===== src/rtl/mem_bridge_pkg.sv =====
// Shared types for the two-master memory bridge: return-source tags and bus sizing.
package mem_bridge_pkg;

    typedef enum logic {
        SRC_I = 1'b0,
        SRC_D = 1'b1
    } src_e;

    typedef struct packed {
        logic valid;
        src_e src;
    } tag_t;

    function automatic int unsigned sel_width(input int unsigned data_w);
        return data_w / 8;
    endfunction

endpackage


===== src/rtl/mem_tag_pipe.sv =====
// Fixed-depth shift register of read tags; the tail lines up with memory read data.
module mem_tag_pipe
    import mem_bridge_pkg::*;
#(
    parameter int unsigned DEPTH = 1
) (
    input  logic clk_i,
    input  logic rst_i,
    input  tag_t push_i,
    output tag_t tail_o
);

    tag_t [DEPTH-1:0] stage_q;
    tag_t [DEPTH-1:0] stage_d;

    always_comb begin
        stage_d    = stage_q;
        stage_d[0] = push_i;
        for (int k = 1; k < int'(DEPTH); k++) begin
            stage_d[k] = stage_q[k-1];
        end
    end

    always_ff @(posedge clk_i or negedge rst_i) begin
        if (!rst_i) begin
            stage_q <= '0;
        end else begin
            stage_q <= stage_d;
        end
    end

    assign tail_o = stage_q[DEPTH-1];

endmodule


===== src/rtl/mem_arbiter_bridge.sv =====
// Instruction/data to single-memory bridge: data-priority arbiter with a starvation
// guard, pipelined read-tag tracking and per-channel held read data.
module mem_arbiter_bridge
    import mem_bridge_pkg::*;
#(
    parameter  int unsigned ADDR_W       = 32,
    parameter  int unsigned DATA_W       = 32,
    parameter  int unsigned MEM_LATENCY  = 1,
    parameter  int unsigned STARVE_LIMIT = 4,
    localparam int unsigned SEL_W        = sel_width(DATA_W)
) (
    input  logic              clk_i,
    input  logic              rst_i,
    input  logic              i_req_i,
    input  logic [ADDR_W-1:0] i_addr_i,
    output logic              i_gnt_o,
    output logic              i_rvalid_o,
    output logic [DATA_W-1:0] i_rdata_o,
    input  logic              d_req_i,
    input  logic              d_we_i,
    input  logic [SEL_W-1:0]  d_sel_i,
    input  logic [ADDR_W-1:0] d_addr_i,
    input  logic [DATA_W-1:0] d_wdata_i,
    output logic              d_gnt_o,
    output logic              d_rvalid_o,
    output logic [DATA_W-1:0] d_rdata_o,
    output logic              mem_ce_o,
    output logic [SEL_W-1:0]  mem_we_o,
    output logic [ADDR_W-1:0] mem_addr_o,
    output logic [DATA_W-1:0] mem_wdata_o,
    input  logic [DATA_W-1:0] mem_rdata_i
);

    localparam int unsigned STREAK_W = $clog2(STARVE_LIMIT + 1);
    localparam logic [STREAK_W-1:0] LIMIT = STREAK_W'(STARVE_LIMIT);

    logic [STREAK_W-1:0] streak_q, streak_d;
    logic                i_rvalid_q, i_rvalid_d;
    logic                d_rvalid_q, d_rvalid_d;
    logic [DATA_W-1:0]   i_rdata_q, i_rdata_d;
    logic [DATA_W-1:0]   d_rdata_q, d_rdata_d;
    tag_t                push_tag;
    tag_t                tail_tag;

    // Arbitration, streak tracking and memory drive; grants are forced low in reset.
    always_comb begin
        i_gnt_o  = 1'b0;
        d_gnt_o  = 1'b0;
        streak_d = streak_q;

        if (rst_i) begin
            if (d_req_i && (!i_req_i || (streak_q < LIMIT))) begin
                d_gnt_o = 1'b1;
            end else if (i_req_i) begin
                i_gnt_o = 1'b1;
            end
        end

        if (!i_req_i || i_gnt_o) begin
            streak_d = '0;
        end else if (d_gnt_o && (streak_q < LIMIT)) begin
            streak_d = streak_q + STREAK_W'(1);
        end

        mem_ce_o    = i_gnt_o | d_gnt_o;
        mem_addr_o  = i_gnt_o ? i_addr_i : d_addr_i;
        mem_we_o    = (d_gnt_o && d_we_i) ? d_sel_i : '0;
        mem_wdata_o = d_wdata_i;

        push_tag.valid = i_gnt_o | (d_gnt_o & ~d_we_i);
        push_tag.src   = d_gnt_o ? SRC_D : SRC_I;
    end

    mem_tag_pipe #(
        .DEPTH (MEM_LATENCY)
    ) u_tag_pipe (
        .clk_i  (clk_i),
        .rst_i  (rst_i),
        .push_i (push_tag),
        .tail_o (tail_tag)
    );

    // Return steering: the tail tag picks which channel captures this cycle's read data.
    always_comb begin
        i_rvalid_d = tail_tag.valid && (tail_tag.src == SRC_I);
        d_rvalid_d = tail_tag.valid && (tail_tag.src == SRC_D);
        i_rdata_d  = i_rvalid_d ? mem_rdata_i : i_rdata_q;
        d_rdata_d  = d_rvalid_d ? mem_rdata_i : d_rdata_q;
    end

    always_ff @(posedge clk_i or negedge rst_i) begin
        if (!rst_i) begin
            streak_q   <= '0;
            i_rvalid_q <= 1'b0;
            d_rvalid_q <= 1'b0;
            i_rdata_q  <= '0;
            d_rdata_q  <= '0;
        end else begin
            streak_q   <= streak_d;
            i_rvalid_q <= i_rvalid_d;
            d_rvalid_q <= d_rvalid_d;
            i_rdata_q  <= i_rdata_d;
            d_rdata_q  <= d_rdata_d;
        end
    end

    assign i_rvalid_o = i_rvalid_q;
    assign d_rvalid_o = d_rvalid_q;
    assign i_rdata_o  = i_rdata_q;
    assign d_rdata_o  = d_rdata_q;

endmodule


===== config.mk =====
export PLATFORM = sky130hd
export DESIGN_NAME = mem_arbiter_bridge
export DESIGN_NICKNAME = d
export VERILOG_FILES = /design/src/rtl/mem_bridge_pkg.sv /design/src/rtl/mem_tag_pipe.sv /design/src/rtl/mem_arbiter_bridge.sv
export SDC_FILE = /design/constraint.sdc
export NUM_CORES = 1
export LEC_CHECK = 0
export ABC_AREA = 1
export CELL_PAD_IN_SITES_DETAIL_PLACEMENT = 1
export CELL_PAD_IN_SITES_GLOBAL_PLACEMENT = 2
export CORE_MARGIN = 2
export CORE_UTILIZATION = 17
export DETAILED_ROUTE_END_ITERATION = 10
export PLACE_DENSITY = 0.9
export SYNTH_ARGS = -nofsm -noshare
export SYNTH_HDL_FRONTEND = slang
export SYNTH_SLANG_ARGS = --single-unit

===== constraint.sdc =====
create_clock -name clk_i -period 1.3 [get_ports clk_i]
set_input_delay 0.26 -clock clk_i [delete_from_list [all_inputs] [get_ports clk_i]]
set_output_delay 0.26 -clock clk_i [all_outputs]
set_load 0.03 [all_outputs]

# Word level (Yosys, flattened, before mapping)
# Cells that the tools add are included.
# Widths: inputs -> output; s select.
# op_classes
n_addsub,1
order_cmp,1
mux,10
bitwise,5
reduce_logical,9
# ops
operator,n
$mux 32,1
$mux 1,6
$mux 3,2
$logic_and 1x1->1,5
$mux 4,1
$add 3x1->3 const B,1
$lt 3x3->1 const B,1
$logic_or 1x1->1,2
$not 1->1,2
$or 1x1->1,2
$reduce_bool 2->1,1
$and 1x1->1,1
$logic_not 1->1,1
# totals
reg_bits,71
inputBits,137
elab_cells,33

# Logic depth before layout (Yosys ltp)
# depth
word_depth,8
ltp_mapped,7

# Cells and area by module
# Synthesis repeated with hierarchy kept, for this count alone.
# unflattened
cells_unflattened,416
area_unflattened_um2,3469.6
# modules_own_cells
module,n_inst,cells_each,area_each_um2,seq_area_each_um2
mem_arbiter_bridge,1,414,3419.5,1726.7
mem_tag_pipe,1,2,50.0,50.0

# Worst setup path after synthesis
# Ideal clock, no wire load.
# synth_path
kind,register to output
from,register streak_q[2]
to,output mem_we_o[0]
t_arrival_ns,1.378
t_required_ns,1.040
setup_slack_ns,-0.338
stages_incl_launch_ff,6
n_path_buf,0
cell_sequence,dfrtp_1 nand2_1 nand3_1 inv_1 nand2_1 nor2_1
# synth_via
elab_chain_len,7
# synth_rtl
element,line,text
from (decl),mem_arbiter_bridge.sv:37,"logic [STREAK_W-1:0] streak_q, streak_d;"
from (signal assigned),mem_arbiter_bridge.sv:99,streak_q <= streak_d;
$lt 3x3->1,mem_arbiter_bridge.sv:52,if (d_req_i && (!i_req_i || (streak_q < LIMIT))) begin
$logic_or 1x1->1,mem_arbiter_bridge.sv:52,
$logic_and 1x1->1,mem_arbiter_bridge.sv:52,
$mux 1,mem_arbiter_bridge.sv:52,
$mux 1,mem_arbiter_bridge.sv:51,if (rst_i) begin
via d_gnt_o,mem_arbiter_bridge.sv:24,"output logic d_gnt_o,"
$logic_and 1x1->1,mem_arbiter_bridge.sv:67,mem_we_o = (d_gnt_o && d_we_i) ? d_sel_i : '0;
$mux 4,mem_arbiter_bridge.sv:67,
to (decl),mem_arbiter_bridge.sv:28,"output logic [SEL_W-1:0] mem_we_o,"
# The timed path passes the listed nets, and every way through them passes these cells.

# Worst setup path after layout
# layout_path
from,register streak_q[2]
to,output mem_addr_o[24]
# layout_via
elab_chain_len,6
# layout_rtl
element,line,text
$lt 3x3->1,mem_arbiter_bridge.sv:52,
$logic_or 1x1->1,mem_arbiter_bridge.sv:52,
$logic_and 1x1->1,mem_arbiter_bridge.sv:52,
$mux 1,mem_arbiter_bridge.sv:52,
$mux 1,mem_arbiter_bridge.sv:51,
$mux 32,mem_arbiter_bridge.sv:66,mem_addr_o = i_gnt_o ? i_addr_i : d_addr_i;
to (decl),mem_arbiter_bridge.sv:29,"output logic [ADDR_W-1:0] mem_addr_o,"
# Every way passes these cells.

==> reports/metrics.cfg <==
[outcome]
status=complete, but fails checks
violations=negative setup slack

[cts]
clkSinkCount=71
cts_root_buf=clkbuf_16
worstSkewPairLatency_ps=330
cts_tree=built
cts_max_level=3
cts_buffers=9
path_clk_slew_ps=60
clockBufferDepth=2

[synth]
synth_nets=554
yosys_warnings=0
yosysSeqAreaShare=0.512
ys_types=21
synth_cells=416
syn_avg_cell_area_um2=8.34
syn-cell-area_um2=3470
synth_seq_cells=71

[sta]
worst_slew_pin_slew_ps=556
slew_viol_final=0
setup_viol=39
hold_violations=0
skew_ps=6.88
period_share=1.33
fmax_ghz=0.576
setup_ws_ps=-435
setup_tns_ps=-15730
rsz0062_at_grt=true
slew_headroom=0.630
layout_min_cycle_time_ps=1740

[routing]
firstDrtPassIters=4
vias=3399
drt_wl_total_um=11900
drc=0
wl_per_cell_um=13.5
drt_iter0_drc=77
antenna_left=0
avgViaCountPerCell=3.86

[critical_path]
r2r_slack_ps=140
start_kind=flop
arrival_ps=1480
path_max_fanout=12
end_kind=primary output
cp.required_ps=1040
crit_type=reg2out

[grt]
antenna_found_initial=0
first_global_vias=3747
grt_max_degree=66
grt.total_usage=0.112
grt_pass1_wl_um=19100
grt_remaining_overflow=0

[job]
maxCapViolCount=0

[finish]
n_antenna_cell=0
fillers=2277
seq_area_um2=1780
layout_common_cells=112 x nand2_1, 101 x clkdlybuf4s50_1, 71 x dfrtp_1
final_common_cell=nand2_1
nets=745
utilization=0.320
drive_gt1_frac=0.386
area_growth_pct=85.6
multiInputGateArea_um2=1340

[placed_design]
gp_congestion=0.699
dpl.hpwl_um=8740
pre_cts_slack_ps=-552
port_buffers=209

[power]
leakage_nw=3.10
powerDensity_nw_per_um2=1440
irDropWorstVdd_v=0.000557

[floorplanning]
ios=274
die_height_um=147
dieArea_um2=21600
die_w_um=147
fp-row-count=52
initial_core_util=0.173
coreArea_um2=20100

[min_path]
hold_class=in2async

==> critical path: stages (launching register included) <==
cell and delay [ps]:
dfrtp_1 390, nand2_2 80, nand2_2 60, nand2_4 130, inv_8 60, buf_12 140
nand2_1 70, nand2_2 60, buf_6 130
==> final timing paths <==
check | startpoint | to | depth (start not counted)
worst min register to register | i_rdata_o[3] | i_rdata_o[3] | 2
min in group clk_i | d_req_i | streak_q[2] | 3
max in group asynchronous | rst_i | i_rdata_o[29] | 3
worst min-delay path | rst_i | d_rdata_o[9] | 2
worst max register to register | u_tag_pipe.tail_o[0] | i_rdata_o[21] | 4
worst max-delay path | streak_q[2] | mem_addr_o[24] | 8
==> cells in the mapped netlist (all sizes together) <==
master / number / area [µm²]
buf: 48 / 377
a21oi: 1 / 5.00
nand2: 172 / 656
clkbuf: 4 / 15.0
nand3: 2 / 10.0
nor2: 5 / 18.8
nand4: 1 / 6.26
or2: 1 / 6.26
dfrtp: 71 / 1780
o21ai: 65 / 412
inv: 44 / 168
nand3b: 1 / 7.51
ha: 1 / 12.5
==> flip-flops by register name, summed over array words and instances (netlist names) <==
register,cells
d_rvalid_o,1
d_rdata_o,32
i_rvalid_o,1
streak_q,3
i_rdata_o,32
u_tag_pipe.tail_o,2
==> power by group <==
part           internal (mW)  leakage (nW)  total, mW  switching, mW
Clock                   1.68         0.152       2.66          0.975
Combinational           1.60          2.07       3.62           2.02
Sequential              2.70         0.874       3.01          0.310
==> stage by stage <==
| stage | instance area, µm² | total power [mW] | cells | hold slack (ps) |
|---|---|---|---|---|
| final | 6440 | 9.29 | 881 | 57.8 |
| after global routing | 6440 | 9.78 | 881 | 113 |
| after detailed placement | 5770 | 6.67 | 862 | 324 |
| after CTS | 6390 | 9.43 | 880 | 82.6 |
| after global placement | 5770 | 6.58 | 862 | 324 |
| after floorplan | 3580 | 4.97 | 416 | -35.6 |
==> kinds of logic after synthesis <==
| group | Yosys count | share of synthesized area |
|---|---|---|
| AOI/OAI and AO/OA | 66 | 0.120 |
| and+or+nand+nor | 182 | 0.203 |
| DFF | 71 | 0.512 |
| adders and majority gates | 1 | 0.00361 |
| buffers and inverters | 96 | 0.161 |
==> what timing repair did <==
item,4_1_cts,5_1_grt
endpoints found under the setup margin,71,57
endpoints found under the hold margin,5,0
pin swaps,2,2
buffers inserted,1,0
gates resized for setup,166,20
hold buffers,1,0
gates cloned,1,1
==> per-layer routing <==
layer / wire, µm / vias to the layer above / global-route usage
met4: 150 / 0 / 0.0369
li1: - / 1624 / -
met1: 4820 / 1604 / 0.125
met2: 5950 / 162 / 0.196
met5: 0 / - / 0
met3: 1000 / 9 / 0.0413
==> area by class of cell <==
cell class / instances / share of cell area
multi-input combinational: 249 / 0.208
tap: 270 / 0.0525
inverter: 44 / 0.0272
timing repair buffer: 232 / 0.387
clock inverter: 6 / 0.0146
clock buffer: 9 / 0.0350
sequential: 71 / 0.276
Note: power is estimated with default switching activity, not from simulation.
